## config.mk

```make
export PLATFORM = sky130hd
export DESIGN_NAME = sipo8_rx_flat
export DESIGN_NICKNAME = d
export VERILOG_FILES = /design/src/rtl/sipo8_rx_pkg.sv /design/src/rtl/sipo8_rx_if.sv /design/src/rtl/sipo8_rx_shift8_sipo.sv /design/src/rtl/sipo8_rx.sv /design/src/flat_wrapper.sv
export SDC_FILE = /design/constraint.sdc
export NUM_CORES = 1
export LEC_CHECK = 0
export CAP_MARGIN = 10
export CELL_PAD_IN_SITES_DETAIL_PLACEMENT = 0
export CELL_PAD_IN_SITES_GLOBAL_PLACEMENT = 1
export CORE_AREA = 2 2 68 70
export DETAILED_ROUTE_END_ITERATION = 7
export DIE_AREA = 0 0 70 72
export DONT_BUFFER_PORTS = 1
export PLACE_DENSITY = 0.61
export SYNTH_ARGS = -nofsm -noshare
export SYNTH_HDL_FRONTEND = slang
export SYNTH_HIERARCHICAL = 1
export SYNTH_SLANG_ARGS = --single-unit
```

## constraint.sdc

```tcl
create_clock -name Clk -period 1.33 [get_ports Clk]
set_input_delay 0 -clock Clk [delete_from_list [all_inputs] [get_ports Clk]]
set_output_delay 0 -clock Clk [all_outputs]
set_load 0.02 [all_outputs]
```

## src/rtl/sipo8_rx_pkg.sv

```systemverilog
// Shared types and constants for the sipo8_rx serial byte assembler.
package sipo8_rx_pkg;
  localparam int         DATA_W   = 8;
  localparam logic [3:0] BIT_TERM = 4'd8;

  typedef enum logic [1:0] {
    IDLE   = 2'b00,
    SHIFT  = 2'b01,
    PARITY = 2'b10,
    DONE   = 2'b11
  } state_e;

  // Nonzero when the data bits and the received parity bit disagree.
  function automatic logic par_err_f(logic [DATA_W-1:0] d, logic p, logic odd);
    return (^d) ^ p ^ odd;
  endfunction
endpackage

```

## src/rtl/sipo8_rx_if.sv

```systemverilog
// Serial input / parallel output bundle of sipo8_rx.
interface sipo8_rx_if;
  logic       start;
  logic       bit_in;
  logic       bit_vld;
  logic [7:0] byte_out;
  logic       load;
  logic       par_err;
  logic       busy;

  modport master (output start, bit_in, bit_vld,
                  input  byte_out, load, par_err, busy);
  modport slave  (input  start, bit_in, bit_vld,
                  output byte_out, load, par_err, busy);
endinterface

```

## src/rtl/sipo8_rx_shift8_sipo.sv

```systemverilog
// 8-bit serial-in shift register with clear and selectable shift direction.
module shift8_sipo
  import sipo8_rx_pkg::*;
(
  input  logic              clk,
  input  logic              rst_n,
  input  logic              clr,
  input  logic              shift_en,
  input  logic              msb_first,
  input  logic              bit_in,
  output logic [DATA_W-1:0] q,
  output logic [DATA_W-1:0] nxt
);
  logic [DATA_W-1:0] sr_q, sr_d;

  always_comb begin
    sr_d = sr_q;
    if (clr)
      sr_d = '0;
    else if (shift_en)
      sr_d = msb_first ? {sr_q[DATA_W-2:0], bit_in} : {bit_in, sr_q[DATA_W-1:1]};
  end

  always_ff @(posedge clk or negedge rst_n)
    if (!rst_n) sr_q <= '0;
    else        sr_q <= sr_d;

  // nxt lets the parent capture the completed byte on the edge that shifts in the last bit.
  assign q   = sr_q;
  assign nxt = sr_d;
endmodule

```

## src/rtl/sipo8_rx.sv

```systemverilog
// Serial-to-byte assembler: frame FSM, bit counter, optional parity check,
// one-cycle load strobe for the downstream holding register.
module sipo8_rx
  import sipo8_rx_pkg::*;
#(
  parameter bit PARITY_EN  = 1'b1,
  parameter bit PARITY_ODD = 1'b0,
  parameter bit MSB_FIRST  = 1'b1
) (
  input  logic         Clk,
  input  logic         Res,
  sipo8_rx_if.slave    bus
);
  state_e            state_q, state_d;
  logic [3:0]        cnt_q, cnt_d;
  logic [DATA_W-1:0] byte_q, byte_d;
  logic              perr_q, perr_d;
  logic              load_q, load_d;
  logic              busy_q, busy_d;
  logic              sh_clr, sh_en;
  logic [DATA_W-1:0] sh_q, sh_nxt;
  logic              last_data;

  assign last_data = (cnt_q == 4'(BIT_TERM - 4'd1));

  shift8_sipo u_sr (
    .clk      (Clk),
    .rst_n    (Res),
    .clr      (sh_clr),
    .shift_en (sh_en),
    .msb_first(MSB_FIRST),
    .bit_in   (bus.bit_in),
    .q        (sh_q),
    .nxt      (sh_nxt)
  );

  always_ff @(posedge Clk or negedge Res)
    if (!Res) state_q <= IDLE;
    else      state_q <= state_d;

  // start wins over everything, including a bit offered in the same cycle.
  always_comb begin
    state_d = state_q;
    case (state_q)
      IDLE:   if (bus.start) state_d = SHIFT;
      SHIFT:  if (bus.start) state_d = SHIFT;
              else if (bus.bit_vld && last_data) state_d = PARITY_EN ? PARITY : DONE;
      PARITY: if (bus.start) state_d = SHIFT;
              else if (bus.bit_vld) state_d = DONE;
      DONE:   state_d = bus.start ? SHIFT : IDLE;
      default: state_d = IDLE;
    endcase
  end

  always_comb begin
    cnt_d  = cnt_q;
    byte_d = byte_q;
    perr_d = perr_q;
    sh_clr = 1'b0;
    sh_en  = 1'b0;
    if (bus.start) begin
      sh_clr = 1'b1;
      cnt_d  = '0;
    end else begin
      case (state_q)
        SHIFT: if (bus.bit_vld) begin
          sh_en = 1'b1;
          cnt_d = 4'(cnt_q + 4'd1);
          if (last_data && !PARITY_EN) begin
            byte_d = sh_nxt;
            perr_d = 1'b0;
          end
        end
        PARITY: if (bus.bit_vld) begin
          byte_d = sh_q;
          perr_d = par_err_f(sh_q, bus.bit_in, PARITY_ODD);
        end
        DONE:    cnt_d = '0;
        default: ;
      endcase
    end
    load_d = (state_d == DONE);
    busy_d = (state_d == SHIFT) || (state_d == PARITY);
  end

  always_ff @(posedge Clk or negedge Res)
    if (!Res) begin
      cnt_q  <= '0;
      byte_q <= '0;
      perr_q <= 1'b0;
      load_q <= 1'b0;
      busy_q <= 1'b0;
    end else begin
      cnt_q  <= cnt_d;
      byte_q <= byte_d;
      perr_q <= perr_d;
      load_q <= load_d;
      busy_q <= busy_d;
    end

  assign bus.byte_out = byte_q;
  assign bus.load     = load_q;
  assign bus.par_err  = perr_q;
  assign bus.busy     = busy_q;
endmodule

```

## src/flat_wrapper.sv

```systemverilog
// flat-port wrapper written by rule: the top's interface ports become plain ports
module sipo8_rx_flat import sipo8_rx_pkg::*;
#(
  parameter bit PARITY_EN  = 1'b1,
  parameter bit PARITY_ODD = 1'b0,
  parameter bit MSB_FIRST  = 1'b1
)
  (Clk, Res, bus_start, bus_bit_in, bus_bit_vld, bus_byte_out, bus_load, bus_par_err, bus_busy);
  sipo8_rx_if bus_i ();
  input  logic Clk;
  input  logic Res;
  input wire logic [$bits(bus_i.start)-1:0] bus_start;
  input wire logic [$bits(bus_i.bit_in)-1:0] bus_bit_in;
  input wire logic [$bits(bus_i.bit_vld)-1:0] bus_bit_vld;
  output wire logic [$bits(bus_i.byte_out)-1:0] bus_byte_out;
  output wire logic [$bits(bus_i.load)-1:0] bus_load;
  output wire logic [$bits(bus_i.par_err)-1:0] bus_par_err;
  output wire logic [$bits(bus_i.busy)-1:0] bus_busy;
  assign bus_i.start = bus_start;
  assign bus_i.bit_in = bus_bit_in;
  assign bus_i.bit_vld = bus_bit_vld;
  assign bus_byte_out = bus_i.byte_out;
  assign bus_load = bus_i.load;
  assign bus_par_err = bus_i.par_err;
  assign bus_busy = bus_i.busy;
  sipo8_rx #(.PARITY_EN(PARITY_EN), .PARITY_ODD(PARITY_ODD), .MSB_FIRST(MSB_FIRST)) u_core (.Clk(Clk), .Res(Res), .bus(bus_i));
endmodule
```

==> results_dict.tcl, run 1 <==
set metrics [dict create \
    synth_largest_area_cell "dfrtp_1" \
    worst_slew_pin_slew_ns 0.639 \
    hold_class "in2reg" \
    insertion_delay_ns 0.27 \
    slowest_stage "xnor3_1" \
    hold_viol_final 0 \
    violations "setup timing" \
    timing.critical_path.fanout_max 2 \
    post_drt_wl_per_cell_um 14.7 \
    fill_cells 417 \
    startpoint_type "register" \
    stdcell_area_mm2 0.00165 \
    drv_cap 0 \
    ant_nets 0 \
    yosysWarningCount 6 \
    die_w_um 70 \
    first_iter_violations 40 \
    clock_path_buffers 2 \
    gp_congestion 0.784 \
    finalMaxSlewViolations 0 \
    synth-main-ff-cell "dfrtp_1" \
    crit_chain "xnor2_1, xnor3_1, xnor2_1, mux2_4" \
    ios 16 \
    setup-violations-final 11 \
    syn_inst 105 \
    grt_max_degree 26 \
    power_density_mw_per_mm2 901 \
    synth_nets 112 \
    cts_max_level 1 \
    grt.overflow.total 0 \
    clock_sink_count 25 \
    cp-end-kind "register" \
    skew_ns 0.00184 \
    io_buffers 0 \
    dpl-instance-area_mm2 0.00138 \
    grt_setup_unrepaired "true" \
    required_ns 1.49 \
    finalWorstSetupSlack_ns -0.150 \
    die_y_um 72 \
    drc 0 \
    root_buffer "clkbuf_8" \
    drive_above_1_share 0.430 \
    drt_wl_total_um 2640 \
    grt_usage 0.107 \
    std_cell_rows 24 \
    dieArea_mm2 0.00504 \
    slew_headroom 0.573 \
    worst_ep_arrival_time_ns 1.64 \
    synth_top_area_frac 0.505 \
    synth-edff-count 0 \
    async_flop_share 1.00 \
    syn_area_per_cell_um2 11.8 \
    synth_commonest_cells "25 x dfrtp_1, 10 x nor2_1, 9 x mux2_2, 9 x mux2i_1, 8 x a211oi_1" \
    first_global_vias 884 \
    timing.fmax_ghz 0.676 \
    dr.pass1.iters 4 \
    netlist_top_cells_area "dfrtp_1 50%, mux2_2 8.2%, mux2i_1 7.3%, a211oi_1 4.8%, xnor2_1 3.5%" \
    cts_tree "done" \
    core-area_mm2 0.00426 \
    synth_area_mm2 0.00124 \
    via_per_inst 4.91 \
    initial_core_util 0.291 \
    cp_slowest_stage_delay_ns 0.43 \
    dp_hpwl_um 1610 \
    ir_drop_mv 0.554 \
    synth_cell_types 32 \
    fin_crit_sh 1.11 \
    antenna_found_initial 0 \
    stdcell_count 180 \
    total_leakage_power_nw 0.734 \
    crit_top_cell "xnor2_1" \
    grt_pass1_wl_um 4220 \
    fin_crit_ns 1.48 \
    rrSetupSlack_ns -0.15 \
    cts_buffers 3 \
    place_inst 164 \
    vias 883 \
    post-synth-top-count-cell "dfrtp_1" \
    criticalPathCategory "reg2reg" \
    diodes 0 \
    ys_seq_elements 25 \
    ys_seq_area_frac 0.505 \
    pre_cts_ws_ns -0.135 \
    status "finished with violations" \
    nets 136 \
    clkTransAtPathRegs_ns 0.09 \
    area_delta_synth_final_pct 33.2 \
]
-- critical path, delay by kind of cell, from the launching register on --
family	cells	cell delay, ns
DFF	1	0.40
muxes	1	0.25
xor gates and xnor gates	3	0.73
-- cell type report --
type / count / area, um2 / share of cell area
clock buffers: 3 / 41.3 / 0.0250
clock inverters: 1 / 5.00 / 0.00303
inverters: 1 / 3.75 / 0.00227
multi-input cells: 71 / 673 / 0.408
flip-flops and latches: 25 / 627 / 0.380
well taps: 52 / 65.1 / 0.0394
repair buffers: 27 / 236 / 0.143
-- metal layers --
| layer | routed length [um] | part of all wire | track usage |
|---|---|---|---|
| met1 | 1240 | 0.47 | 0.126 |
| met2 | 1240 | 0.47 | 0.187 |
| met3 | 119 | 0.045 | 0.0347 |
| met4 | 42 | 0.016 | 0.0342 |
| met5 | 0 | 0 | 0 |
-- power breakdown --
group          total [mW]  switching, mW  internal, mW
combinational       0.245          0.111         0.134
clock               0.449          0.240         0.210
sequential          0.793         0.0149         0.778
-- timing repair --
| action | in CTS | in global routing |
|---|---|---|
| setup endpoints to repair | 12 | 22 |
| setup buffers | 3 | 3 |
| resized for setup | 4 | 25 |
| pin swaps | 6 | 4 |
| hold buffers | 5 | 0 |
| endpoints found under the hold margin | 41 | 0 |
| cloned | 0 | 1 |
-- metrics by stage --
| step | utilization | hold slack (ns) | power, mW | setup TNS [ns] |
|---|---|---|---|---|
| CTS | 0.356 | 0.00304 | 1.49 | -0.863 |
| detailed placement | 0.323 | -0.295 | 0.981 | -0.678 |
| finish | 0.387 | 0.0102 | 1.49 | -0.822 |
| floorplan | - | -0.296 | 0.946 | -0.107 |
| global placement | 0.323 | -0.295 | 0.975 | -0.445 |
| global route | 0.387 | 0.0403 | 1.57 | -1.41 |
-- worst paths after layout --
path,start,endpoint,cells past startpoint
worst min register to register,u_core/cnt_q[3]$_DFFE_PN0P_,u_core/cnt_q[3]$_DFFE_PN0P_,2
worst max-delay path,u_core/u_sr/q[7]$_DFF_PN0_,u_core/bus.par_err$_DFFE_PN0P_,4
worst max register to register,u_core/u_sr/q[7]$_DFF_PN0_,u_core/bus.par_err$_DFFE_PN0P_,4
min in group asynchronous,Res,u_core/bus.byte_out[5]$_DFFE_PN0P_,2
worst min-delay path,bus_bit_vld,u_core/cnt_q[3]$_DFFE_PN0P_,3
max in group asynchronous,Res,u_core/state_q[0]$_DFF_PN0_,2
-- cells in the final DEF (no fill, tap or decap), types with 2 or more instances in the layout --
master	netlist	final
nor2_2	2	2
ha_2	0	2
nand2_1	4	2
nor2_1	10	10
mux2_2	9	2
a21oi_1	3	2
mux2i_1	9	9
clkbuf_8	0	3
a211oi_2	0	3
mux2_4	1	8
nor3_4	0	2
xnor2_1	5	5
a211oi_1	8	5
dlygate4sd3_1	0	4
buf_4	1	19
dfrtp_1	25	24
buf_6	2	3
-- state kept, by name, summed over array words and instances, names as in the netlist --
signal	flops
u_core/bus.byte_out	8
u_core/u_sr/q	8
u_core/cnt_q	4
u_core/state_q	2
u_core/bus.busy	1
u_core/bus.load	1
u_core/bus.par_err	1
-- kinds of logic after synthesis --
| group | count (synthesis) | synth area share |
|---|---|---|
| AOI/OAI and AO/OA | 17 | 0.0969 |
| xor gates and xnor gates | 7 | 0.0605 |
| adders and majority gates | 2 | 0.0202 |
| buffers and inverters | 9 | 0.0454 |
| DFF | 25 | 0.505 |
| muxes | 19 | 0.167 |
| other | 1 | 0.00302 |
| and+or+nand+nor | 25 | 0.103 |
Note: power is estimated with default switching activity, not from simulation.
==> run 2: changes to the inputs <==
Settings changed: ABC_AREA set to 1, CORE_AREA 2 2 68 70 to 2 2 71 73, DIE_AREA 0 0 70 72 to 0 0 73 75, PLACE_DENSITY 0.61 to 0.63.
Clock period 1.33 ns to 1.42 ns, I/O delays scaled along.
==> results_dict.tcl, run 2 <==
set metrics [dict create \
    finalWorstSetupSlack_ns 0.0925 \
    fin_crit_ns 1.33 \
    cts_max_level 1 \
    dieArea_mm2 0.00548 \
    cts_tree "done" \
    ant_nets 0 \
    initial_core_util 0.297 \
    grt_pass1_wl_um 4420 \
    antenna_found_initial 0 \
    insertion_delay_ns 0.26 \
    stdcell_count 242 \
    hold_class "in2reg" \
    clkTransAtPathRegs_ns 0.09 \
    synth-main-ff-cell "dfrtp_1" \
    place_inst 233 \
    fin_total_pwr_mw 1.35 \
    synth_area_mm2 0.00138 \
    diodes 0 \
    root_buffer "clkbuf_8" \
    finalMaxSlewViolations 0 \
    timing.fmax_ghz 0.753 \
    ys_seq_area_frac 0.452 \
    criticalPathCategory "reg2reg" \
    cp-end-kind "register" \
    cts_buffers 3 \
    post-synth-top-count-cell "nand2_1" \
    die_w_um 73 \
    dp_hpwl_um 1820 \
    post_drt_wl_per_cell_um 10.4 \
    synth_top_area_frac 0.452 \
    worst_ep_arrival_time_ns 1.48 \
    netlist_top_cells_area "dfrtp_1 45%, nand2_1 18%, inv_1 5.7%, nand3_1 5.1%, o21ai_2 4.4%" \
    grt_setup_unrepaired "true" \
    clock_path_buffers 2 \
    combPwrFrac 0.122 \
    grt_usage 0.104 \
    hold_viol_final 15 \
    timing.critical_path.fanout_max 4 \
    drive_above_1_share 0.149 \
    dr.pass1.iters 4 \
    ios 16 \
    required_ns 1.58 \
    power_density_mw_per_mm2 892 \
    io_buffers 0 \
    switching_power_mw 0.355 \
    grt.overflow.total 0 \
    yosysWarningCount 6 \
    stdcell_area_mm2 0.00151 \
    final_common_cell "nand2_1" \
    synth_commonest_cells "65 x nand2_1, 25 x dfrtp_1, 21 x inv_1" \
    total_leakage_power_nw 0.779 \
    setup-violations-final 0 \
    violations "hold timing" \
    first_global_vias 964 \
    async_flop_share 1.00 \
    status "finished with violations" \
    hold_buffers 3 \
    sw_frac_of_total 0.263 \
    ys_seq_elements 25 \
    first_iter_violations 56 \
    drt_wl_total_um 2520 \
    synth_cell_types 20 \
    std_cell_rows 25 \
    dpl-instance-area_mm2 0.00140 \
    fin_crit_sh 0.935 \
    pwr-share-clk 0.314 \
    skew_ns 0.00477 \
    die_y_um 75 \
    vias 1043 \
    internal-power_mw 0.993 \
    holdWs_ns -0.155 \
    startpoint_type "register" \
    synth-edff-count 0 \
    syn_area_per_cell_um2 7.60 \
    core-area_mm2 0.00466 \
    ir_drop_mv 0.374 \
    drc 0 \
    synth_largest_area_cell "dfrtp_1" \
    nets 196 \
    fill_cells 509 \
    drv_cap 0 \
    grt_max_degree 26 \
    via_per_inst 4.31 \
    gp_congestion 0.723 \
    synth_nets 189 \
    area_delta_synth_final_pct 9.22 \
    clock_sink_count 25 \
    pre_cts_ws_ns 0.0531 \
    sequentialPowerShare 0.564 \
    syn_inst 182 \
    final_cell_mix "65 x nand2_1, 25 x dfrtp_1, 21 x inv_1" \
]
[run 2: changes by cell type after synthesis, sizes merged, moves of 8 or more]
cell and change:
nor2 +9, o21ai +13, mux2 -10, nand2 +63, a211oi -8, nand3 +13, inv +25, mux2i -9
[run 2: routing by layer]
layer,vias to the layer above,GRT usage,part of all wire
met4,0,0.0432,0.013
met5,-,0,0
met3,2,0.0161,0.015
li1,568,-,-
met1,464,0.145,0.55
met2,9,0.160,0.42
[run 2: power groups by stage]
stage          Combinational [mW]  Sequential [mW]  Clock [mW]
2_1_floorplan               0.137            0.766           0
3_3_place_gp                0.139            0.776           0
3_5_place_dp                0.138            0.775           0
4_1_cts                     0.166            0.760       0.448
5_1_grt                     0.197            0.765       0.469
6_report                    0.165            0.760       0.423
[run 2: kinds of logic (layout without fill, tap and decap cells)]
kind of cell	Yosys count	count (layout)	synth area share
simple gates	103	103	0.311
buf+inv	32	38	0.123
flops	25	25	0.452
compound gates	17	17	0.0805
fa+ha+maj	2	2	0.0181
xor+xnor	2	2	0.0127
other cells	1	1	0.00271
[run 2: area by class of cell]
class / count / area, um2 / area share
clock buffers: 4 / 45.0 / 0.0298
inverters: 27 / 101 / 0.0671
multi-input cells: 125 / 602 / 0.398
flip-flops and latches: 25 / 626 / 0.414
well taps: 54 / 67.6 / 0.0447
repair buffers: 7 / 70.1 / 0.0464
[run 2: path summary, 6_finish.rpt]
path | from | endpoint | slack [ns] | cells past startpoint
worst max-delay path | u_core/state_q[0]$_DFF_PN0_ | u_core/bus.busy$_DFF_PN0_ | 0.09 | 8
worst min-delay path | bus_start | u_core/state_q[1]$_DFF_PN0_ | -0.16 | 1
worst max register to register | u_core/state_q[0]$_DFF_PN0_ | u_core/bus.busy$_DFF_PN0_ | 0.09 | 8
worst min register to register | u_core/cnt_q[1]$_DFFE_PN0P_ | u_core/cnt_q[1]$_DFFE_PN0P_ | 0.52 | 2
max in group asynchronous | Res | u_core/u_sr/q[6]$_DFF_PN0_ | 1.10 | 2
min in group asynchronous | Res | u_core/state_q[1]$_DFF_PN0_ | 0.17 | 2
[run 2: stage by stage]
step / util / hold slack, ns / setup TNS, ns
after floorplan: - / -0.296 / 0
after global placement: 0.300 / -0.295 / 0
after detailed placement: 0.300 / -0.295 / 0
after CTS: 0.318 / -0.142 / 0
after global routing: 0.324 / -0.146 / -0.0197
final: 0.324 / -0.155 / 0
[run 2: timing repair]
action,in CTS,in global routing
endpoints found under the setup margin,0,8
endpoints found under the hold margin,40,14
resized for setup,0,3
buffers inserted,0,2
[run 2: critical path, stage by stage, from the launching register on]
cell and delay (ns):
dfrtp_1 0.41, inv_2 0.07, nor2_4 0.10, nand2_2 0.07, inv_2 0.07, nand4_4 0.07
o21ai_2 0.07, o21ai_1 0.08, ha_1 0.26
